===== src/rtl/dmem_arbiter_pkg.sv =====
// Shared types and default widths for the dmem arbiter and its requester interface.
package dmem_arbiter_pkg;

    localparam int DMEM_ADDR_W = 12;
    localparam int DMEM_DATA_W = 32;

    typedef enum logic [1:0] {
        ST_IDLE  = 2'd0,
        ST_ISSUE = 2'd1,
        ST_WAIT  = 2'd2,
        ST_RESP  = 2'd3
    } arb_state_t;

endpackage


===== src/rtl/dmem_arbiter_if.sv =====
// One requester's view of the shared dmem: request/address/data in, grant and read response out.
interface dmem_arbiter_if
    import dmem_arbiter_pkg::*;
#(
    parameter int ADDR_W = DMEM_ADDR_W,
    parameter int DATA_W = DMEM_DATA_W
);

    logic              req;
    logic              wren;
    logic [ADDR_W-1:0] addr;
    logic [DATA_W-1:0] wdata;
    logic              gnt;
    logic              rvalid;
    logic [DATA_W-1:0] rdata;

    modport master (
        output req, wren, addr, wdata,
        input  gnt, rvalid, rdata
    );

    modport slave (
        input  req, wren, addr, wdata,
        output gnt, rvalid, rdata
    );

endinterface


===== src/rtl/dmem_arbiter_rr_pick2.sv =====
// Two-way round-robin pick: a lone request wins outright, a tie goes to the port
// that was not granted last.
module rr_pick2 (
    input  logic [1:0] i_req,
    input  logic       i_last_grant,
    output logic       o_valid,
    output logic       o_winner
);

    always_comb begin
        o_valid  = |i_req;
        o_winner = 1'b0;
        case (i_req)
            2'b01:   o_winner = 1'b0;
            2'b10:   o_winner = 1'b1;
            2'b11:   o_winner = ~i_last_grant;
            default: o_winner = 1'b0;
        endcase
    end

endmodule


===== src/rtl/dmem_arbiter.sv =====
// Shares the single-port synchronous dmem between the processor (port 0) and the
// loader/debug master (port 1), one access in flight at a time.
//   state    | meaning
//   ST_IDLE  | arbitrate; a winner is latched into the mem pins and gnt is raised
//   ST_ISSUE | mem pins driven, gnt pulse visible, mem_wren high on writes only
//   ST_WAIT  | read in flight, wait counter counting down to 0
//   ST_RESP  | mem_q captured into the winner's rdata, rvalid raised for next cycle
module dmem_arbiter
    import dmem_arbiter_pkg::*;
#(
    parameter int ADDR_W   = DMEM_ADDR_W,
    parameter int DATA_W   = DMEM_DATA_W,
    parameter int READ_LAT = 1
) (
    input  logic              i_clock,
    input  logic              i_reset,
    dmem_arbiter_if.slave     port0,
    dmem_arbiter_if.slave     port1,
    output logic [ADDR_W-1:0] o_mem_address,
    output logic [DATA_W-1:0] o_mem_data,
    output logic              o_mem_wren,
    input  logic [DATA_W-1:0] i_mem_q,
    output logic              o_busy
);

    arb_state_t        r_state;
    arb_state_t        w_state_nxt;
    logic              r_last_grant;
    logic              r_winner;
    logic [1:0]        r_gnt;
    logic [1:0]        r_rvalid;
    logic [1:0]        r_wait_cnt;
    logic [DATA_W-1:0] r_rdata0;
    logic [DATA_W-1:0] r_rdata1;
    logic [ADDR_W-1:0] r_mem_address;
    logic [DATA_W-1:0] r_mem_data;
    logic              r_mem_wren;

    logic [1:0]        w_req;
    logic              w_win_valid;
    logic              w_winner;
    logic              w_sel_wren;
    logic [ADDR_W-1:0] w_sel_addr;
    logic [DATA_W-1:0] w_sel_wdata;

    assign w_req = {port1.req, port0.req};

    rr_pick2 u_pick (
        .i_req        (w_req),
        .i_last_grant (r_last_grant),
        .o_valid      (w_win_valid),
        .o_winner     (w_winner)
    );

    assign w_sel_wren  = w_winner ? port1.wren  : port0.wren;
    assign w_sel_addr  = w_winner ? port1.addr  : port0.addr;
    assign w_sel_wdata = w_winner ? port1.wdata : port0.wdata;

    always_ff @(posedge i_clock or posedge i_reset) begin
        if (i_reset) r_state <= ST_IDLE;
        else         r_state <= w_state_nxt;
    end

    // In ISSUE, r_mem_wren still holds the latched wren of the access being issued.
    always_comb begin
        w_state_nxt = r_state;
        case (r_state)
            ST_IDLE:  if (w_win_valid) w_state_nxt = ST_ISSUE;
            ST_ISSUE: w_state_nxt = r_mem_wren ? ST_IDLE : ST_WAIT;
            ST_WAIT:  if (r_wait_cnt == 2'd0) w_state_nxt = ST_RESP;
            ST_RESP:  w_state_nxt = ST_IDLE;
            default:  w_state_nxt = ST_IDLE;
        endcase
    end

    // The mem pin registers double as the issue register and hold between accesses.
    always_ff @(posedge i_clock or posedge i_reset) begin
        if (i_reset) begin
            r_last_grant  <= 1'b1;
            r_winner      <= 1'b0;
            r_gnt         <= 2'b00;
            r_rvalid      <= 2'b00;
            r_wait_cnt    <= 2'd0;
            r_rdata0      <= '0;
            r_rdata1      <= '0;
            r_mem_address <= '0;
            r_mem_data    <= '0;
            r_mem_wren    <= 1'b0;
        end else begin
            r_gnt      <= 2'b00;
            r_rvalid   <= 2'b00;
            r_mem_wren <= 1'b0;
            case (r_state)
                ST_IDLE: begin
                    if (w_win_valid) begin
                        r_winner        <= w_winner;
                        r_last_grant    <= w_winner;
                        r_gnt[w_winner] <= 1'b1;
                        r_mem_address   <= w_sel_addr;
                        r_mem_data      <= w_sel_wdata;
                        r_mem_wren      <= w_sel_wren;
                    end
                end
                ST_ISSUE: begin
                    if (!r_mem_wren) r_wait_cnt <= 2'(READ_LAT - 1);
                end
                ST_WAIT: begin
                    if (r_wait_cnt != 2'd0) r_wait_cnt <= r_wait_cnt - 2'd1;
                end
                ST_RESP: begin
                    r_rvalid[r_winner] <= 1'b1;
                    if (r_winner) r_rdata1 <= i_mem_q;
                    else          r_rdata0 <= i_mem_q;
                end
                default: ;
            endcase
        end
    end

    assign port0.gnt    = r_gnt[0];
    assign port1.gnt    = r_gnt[1];
    assign port0.rvalid = r_rvalid[0];
    assign port1.rvalid = r_rvalid[1];
    assign port0.rdata  = r_rdata0;
    assign port1.rdata  = r_rdata1;

    assign o_mem_address = r_mem_address;
    assign o_mem_data    = r_mem_data;
    assign o_mem_wren    = r_mem_wren;
    assign o_busy        = (r_state != ST_IDLE);

endmodule


===== src/flat_wrapper.sv =====
// flat-port wrapper written by rule: the top's interface ports become plain ports
module dmem_arbiter_flat import dmem_arbiter_pkg::*;
#(
    parameter int ADDR_W   = DMEM_ADDR_W,
    parameter int DATA_W   = DMEM_DATA_W,
    parameter int READ_LAT = 1
)
  (i_clock, i_reset, o_mem_address, o_mem_data, o_mem_wren, i_mem_q, o_busy, port0_req, port0_wren, port0_addr, port0_wdata, port0_gnt, port0_rvalid, port0_rdata, port1_req, port1_wren, port1_addr, port1_wdata, port1_gnt, port1_rvalid, port1_rdata);
  dmem_arbiter_if #(.ADDR_W(ADDR_W), .DATA_W(DATA_W)) port0_i ();
  dmem_arbiter_if #(.ADDR_W(ADDR_W), .DATA_W(DATA_W)) port1_i ();
  input  logic i_clock;
  input  logic i_reset;
  output logic [ADDR_W-1:0] o_mem_address;
  output logic [DATA_W-1:0] o_mem_data;
  output logic o_mem_wren;
  input  logic [DATA_W-1:0] i_mem_q;
  output logic o_busy;
  input wire logic [$bits(port0_i.req)-1:0] port0_req;
  input wire logic [$bits(port0_i.wren)-1:0] port0_wren;
  input wire logic [$bits(port0_i.addr)-1:0] port0_addr;
  input wire logic [$bits(port0_i.wdata)-1:0] port0_wdata;
  output wire logic [$bits(port0_i.gnt)-1:0] port0_gnt;
  output wire logic [$bits(port0_i.rvalid)-1:0] port0_rvalid;
  output wire logic [$bits(port0_i.rdata)-1:0] port0_rdata;
  input wire logic [$bits(port1_i.req)-1:0] port1_req;
  input wire logic [$bits(port1_i.wren)-1:0] port1_wren;
  input wire logic [$bits(port1_i.addr)-1:0] port1_addr;
  input wire logic [$bits(port1_i.wdata)-1:0] port1_wdata;
  output wire logic [$bits(port1_i.gnt)-1:0] port1_gnt;
  output wire logic [$bits(port1_i.rvalid)-1:0] port1_rvalid;
  output wire logic [$bits(port1_i.rdata)-1:0] port1_rdata;
  assign port0_i.req = port0_req;
  assign port0_i.wren = port0_wren;
  assign port0_i.addr = port0_addr;
  assign port0_i.wdata = port0_wdata;
  assign port0_gnt = port0_i.gnt;
  assign port0_rvalid = port0_i.rvalid;
  assign port0_rdata = port0_i.rdata;
  assign port1_i.req = port1_req;
  assign port1_i.wren = port1_wren;
  assign port1_i.addr = port1_addr;
  assign port1_i.wdata = port1_wdata;
  assign port1_gnt = port1_i.gnt;
  assign port1_rvalid = port1_i.rvalid;
  assign port1_rdata = port1_i.rdata;
  dmem_arbiter #(.ADDR_W(ADDR_W), .DATA_W(DATA_W), .READ_LAT(READ_LAT)) u_core (.i_clock(i_clock), .i_reset(i_reset), .port0(port0_i), .port1(port1_i), .o_mem_address(o_mem_address), .o_mem_data(o_mem_data), .o_mem_wren(o_mem_wren), .i_mem_q(i_mem_q), .o_busy(o_busy));
endmodule

===== config.mk =====
export PLATFORM = sky130hd
export DESIGN_NAME = dmem_arbiter_flat
export DESIGN_NICKNAME = d
export VERILOG_FILES = /design/src/rtl/dmem_arbiter_pkg.sv /design/src/rtl/dmem_arbiter_if.sv /design/src/rtl/dmem_arbiter_rr_pick2.sv /design/src/rtl/dmem_arbiter.sv /design/src/flat_wrapper.sv
export SDC_FILE = /design/constraint.sdc
export NUM_CORES = 1
export LEC_CHECK = 0
export CAP_MARGIN = 20
export CORE_UTILIZATION = 44
export CTS_CLUSTER_DIAMETER = 80
export DETAILED_ROUTE_END_ITERATION = 10
export GPL_TIMING_DRIVEN = 0
export PLACE_DENSITY = 0.88
export SLEW_MARGIN = 20
export SYNTH_ARGS = -nofsm -noshare
export SYNTH_HDL_FRONTEND = slang
export SYNTH_HIERARCHICAL = 1
export SYNTH_SLANG_ARGS = --single-unit

===== constraint.sdc =====
create_clock -name i_clock -period 8.5 [get_ports i_clock]
set_input_delay 1.7 -clock i_clock [delete_from_list [all_inputs] [get_ports i_clock]]
set_output_delay 1.7 -clock i_clock [all_outputs]
set_load 0.03 [all_outputs]

=== Word level (Yosys, flattened, before mapping) ===
Cells that the tools add are included.

* Word-level logic and storage cells: 60
* Input port bits: 126
* Bits in latches: 0
* Bits in read-only memories: 0
* RAM bits: 0
* Output and inout port bits: 114
* Memories: 0
* Register bits after elaboration: 119

* Multipliers: 0
* Eq/ne operators: 9
* $add $sub $neg: 1
* Reduce and logical (&&, ||, !) cells: 13
* Bitwise logic cells: 2
* $lt $le $gt $ge: 4
* Multiplexer cells: 20
* Shift-type cells: 0
* Div/mod/pow operators: 0

{| class="wikitable"
|+ Operators by type and width
! operator !! number
|-
| $mux W32 || 1
|-
| $mux W2 || 8
|-
| $mux W12 || 1
|-
| $eq A2 B2 Y1 const B || 4
|-
| $pmux W2 S4 || 1
|-
| $reduce_and A2 Y1 || 4
|-
| $reduce_bool A2 Y1 || 3
|-
| $mux W1 || 5
|-
| $logic_not A2 Y1 || 2
|-
| $lt A1 B2 Y1 const B || 2
|-
| $ne A2 B1 Y1 const B || 2
|-
| $ne A2 B2 Y1 const B || 2
|-
| $pmux W2 S2 || 1
|-
| $reduce_and A3 Y1 || 1
|-
| $demux W1 S1 || 2
|-
| $eq A2 B1 Y1 const B || 1
|-
| $ge A1 B1 Y1 const B || 2
|-
| $logic_and A1 B1 Y1 || 2
|-
| $not A1 Y1 || 2
|-
| $pmux W1 S2 || 1
|-
| $reduce_or A2 Y1 || 1
|-
| $sub A2 B1 Y2 const B || 1
|}

=== Logic depth before layout (Yosys ltp) ===
* Depth in word-level cells: 8
* Mapped depth: 5
* Depth with buffers taken out: 5

=== Cells and area by module ===
Netlist, hierarchy kept.

{| class="wikitable"
|+ By module, submodules not included
! module !! seq. area each (um2) !! cells each !! area an instance (um2) !! times used
|-
| dmem_arbiter || 2979.1 || 368 || 4865.9 || 1
|-
| rr_pick2 || 0.0 || 2 || 13.8 || 1
|}

=== Least setup slack after synthesis ===
OpenSTA, ideal clock, no wires.

* Kind: input to register
* Start point: input port1_req
* End point: register u_core.r_mem_address[0] (netlist: u_core/o_mem_address[0])
* Path buffers: 2
* Stages: 5
* Setup time: 0.126 ns
* Required time: 8.374 ns
* Slack: 5.739 ns
* Data arrival time: 2.635 ns
* Path through: a21boi_1 -> buf_2 -> buf_2 -> mux2i_1 -> a21oi_1

* Longest elaborated chain between the ends: 3
* Elaborated cells on any way between the ends: 6
* Classes of those cells: 2 x eq/ne; 2 x mux; 2 x reduce/logical

{| class="wikitable"
|+ Ends and longest elaborated chain
! item !! line !! RTL
|-
| from (decl) || flat_wrapper.sv:25 || <nowiki>input wire logic [$bits(port1_i.req)-1:0] port1_req;</nowiki>
|-
| $eq A2 B2 Y1 || dmem_arbiter_rr_pick2.sv:13 || <nowiki>case (i_req)</nowiki>
|-
| $pmux W1 S2 || dmem_arbiter_rr_pick2.sv:13 ||
|-
| $mux W12 || dmem_arbiter.sv:56 || <nowiki>assign w_sel_addr = w_winner ? port1.addr : port0.addr;</nowiki>
|-
| to (signal assigned) || dmem_arbiter.sv:99 || <nowiki>r_mem_address <= w_sel_addr;</nowiki>
|-
| to (decl) || dmem_arbiter.sv:35 || <nowiki>logic [ADDR_W-1:0] r_mem_address;</nowiki>
|}

Several ways; a longest one is shown, not always the timed one.
A chain may end at the register's enable or synchronous reset.

=== Worst setup path after layout ===
* Start point: register u_core.r_state[0]
* End point: output o_busy

* Longest elaborated chain between the ends: 1

{| class="wikitable"
|+ Ends and longest elaborated chain
! item !! line !! RTL
|-
| from (decl) || dmem_arbiter.sv:26 || <nowiki>arb_state_t r_state;</nowiki>
|-
| from (signal assigned) || dmem_arbiter.sv:61 || <nowiki>else r_state <= w_state_nxt;</nowiki>
|-
| $reduce_bool A2 Y1 || dmem_arbiter.sv:130 || <nowiki>assign o_busy = (r_state != ST_IDLE);</nowiki>
|-
| to (decl) || flat_wrapper.sv:17 || <nowiki>output logic o_busy;</nowiki>
|}

Every way passes these cells.

==> run summary <==
Status - completed
Core area - 10,840 um2
Die Ht - 107.3 um
Average size of a mapped cell - 13.19 um2
N_diodes - 0
Reg2reg path depth - 5
Initial DRC Count - 121
CP Launch Point - u_core/r_state[0]
MaxCap Viol Count - 0
Worst-Skew Late Latency - 0.51 ns
Slew @ Worst Pin - 0.5408 ns
Critical path required time - 6.80 ns
Cell count after synthesis - 370
PortBufs - 239
Die area - 11,520 um2
Slowest CP cell - clkdlybuf4s50_1
Psw - 1383 uW
Io pins - 240
DRC viols - 0
Hold_sp - u_core/port1.rdata[12]
DP HPWL - 9.649 mm
Clk sinks - 119
Placed Cells - 750
Buf+Inv Stages, Crit Path - 3
RSZ-0062 raised after global routing - no
Ys Warns - 6
Critical Path Start Type - flip-flop
Root buf cell - clkbuf_8
Power share of the clock group - 20.7%
Die width - 107.3 um
Postcts setup bufs - 0
Total design power - 3467 uW
Wire length per cell - 16.86 um
Maximum VDD drop - 0.0002158 V
Final Hold Viols - 0
Pint - 2085 uW
Crit-path max cell delay - 0.67 ns
Final wirelength - 13.18 mm
Switching Share - 39.88%
PD cells - 429.0 nW/um2
CTS tree - yes
Non-Filler Instances - 782
Hold_buf cts - 0
Worst setup EP type - primary output
Logic pwr share - 50.5%
Initial Util - 45.01%
Unique masters post-synth - 23
Max Clock Skew - 0.01362 ns
Crit Path Class - flip-flop to primary output
Post-CTS sizing - 0
TritonCTS buffer count - 17
Layout area overhead - 65.64%
Final Wtd Congestion - 0.7355
Hold WS - 0.4936 ns
Worst r2r src - u_core/r_last_grant
Cell depth of the worst setup path - 4
Total track usage - 23.73%
CTS Buffer Depth - 2
CP delay by family, top - buffers and inverters
DRT Pass-1 Iters - 5
DRT antenna net count - 0
Via count - 3,872
Final Critical Period - 3.626 ns
Antenna violations before repair - 0
Sequential area share after synthesis - 61.05%
Syn nets - 497
Reg-to-Reg End - u_core/o_mem_data[26]
Reg-to-reg slack, setup - 6.78 ns
Count of final setup violators - 0
Setup TNS - 0 ns
Fill cells - 719
Max_slew headroom - 63.95%
Clock slew at reported path FFs - 0.06 ns
Worst-path fanout max - 10
Cells along the critical path - buf_2 > nor2_1 > inv_1 > clkdlybuf4s50_1
Largest net degree at the start of global routing - 64
Critical Path AT - 1.93 ns
GR Overflow Total - 0
Hold Crit Class - flip-flop to flip-flop
Post-Synthesis Cell Area - 4880 um2
Row cnt - 38
Vias in the first global route - 4,143
Fraction of layout cells with a size suffix above 1 - 17.60%
First-pass GRT wire length - 20.60 mm
Fin crit share - 42.66%
Final net count - 756
Hold Path Depth - 1
Slew Limit Fails - 0
Synthesized flop and latch total - 119
Hold Path End - u_core/port1.rdata[12]
Pre-CTS setup slack - 4.944 ns
Setup slack after layout - 4.874 ns
Seq pwr share - 28.8%
CTS H-tree depth - 4
Highest clock rate - 275.8 MHz
Pleak - 0.003463 uW
DR vias/cell - 4.951
layout by cell type, fill, tap and decap left out, types with 2 or more instances in the layout:
cell             synthesis  layout
clkdlybuf4s50_1          0     239
dfrtp_1                118     118
mux2_2                  54      54
nor2_1                  51      51
mux2i_1                 46      46
a21oi_1                 45      45
buf_2                   18      18
clkbuf_16                0      16
mux2_1                  11      11
inv_1                    6       5
clkinv_4                 0       4
buf_4                    4       4
bufinv_16                0       3
inv_6                    0       3
o21ai_0                  3       3
clkbuf_8                 0       2
clkinv_2                 0       2
a21o_1                   2       2
area by class of cell:
class,count,area (um2),area share [%]
sequential,119,2979,36.86
tap,140,175.2,2.167
clock inverter,13,171.4,2.121
timing repair buffer,240,2420,29.94
multi-input combinational,223,1758,21.75
clock buffer,19,431.7,5.341
inverter,6,27.53,0.3406
buffer,22,120.1,1.486
power groups by stage:
stage	sequential [uW]	clock (uW)	combinational, uW
after floorplan	1520	0	481
after global placement	983	0	1720
after detailed placement	1000	0	1750
after CTS	1000	730	1760
after global routing	1030	767	1840
final	997	719	1750
synth_stat cells:
master / count / share of area, %
dfrtp_1: 118 / 61
mux2_2: 54 / 12
nor2_1: 51 / 3.9
mux2i_1: 46 / 9.4
a21oi_1: 45 / 4.6
buf_2: 18 / 1.8
mux2_1: 11 / 2.5
inv_1: 6 / 0.46
buf_4: 4 / 0.62
o21ai_0: 3 / 0.31
a21o_1: 2 / 0.31
a21boi_1: 1 / 0.15
a221oi_1: 1 / 0.18
and2_1: 1 / 0.13
dfstp_2: 1 / 0.54
ha_1: 1 / 0.26
nand2_1: 1 / 0.077
nand3_4: 1 / 0.36
nand3b_4: 1 / 0.41
nand4bb_1: 1 / 0.23
nor2b_1: 1 / 0.13
nor3b_4: 1 / 0.38
or2_1: 1 / 0.13
per-stage QoR:
step	utilization, %	cell area [um2]
CTS	74.56	8083
global route	74.56	8083
global placement	68.70	7447
detailed placement	69.00	7480
finish	74.56	8083
floorplan	-	4880
worst max path at each step:
stage / endpoint / slack (ns)
after CTS: o_busy / 4.85
after global placement: u_core/o_mem_address[3] / 2.18
after global routing: o_busy / 4.78
after detailed placement: u_core/o_mem_data[26] / 4.94
after floorplan: async pin / 3.64
final: o_busy / 4.87
logic make-up after synthesis:
family	synth area share [%]
buf+inv	2.923
simple gates	5.769
mux	24.44
fa+ha+maj	0.2564
flops	61.05
compound gates	5.564
registers in the layout, indices dropped and copies added (netlist names), named ones only:
name,count
u_core/r_wait_cnt,2
u_core/port1.rdata,32
u_core/r_state,1
u_core/r_rvalid,2
u_core/r_last_grant,1
u_core/r_winner,1
u_core/o_mem_data,32
u_core/r_gnt,2
u_core/o_mem_wren,1
u_core/o_mem_address,12
u_core/port0.rdata,32
layer usage:
metal  vias up  wire length (um)  track usage (%)
li1       1805                 -                -
met1      1860              5110            26.17
met2       189              6726            41.15
met3        18              1109            9.262
met4         0               238            9.100
met5         -                 0                0
No activity file was read; power rests on OpenSTA's default activity.
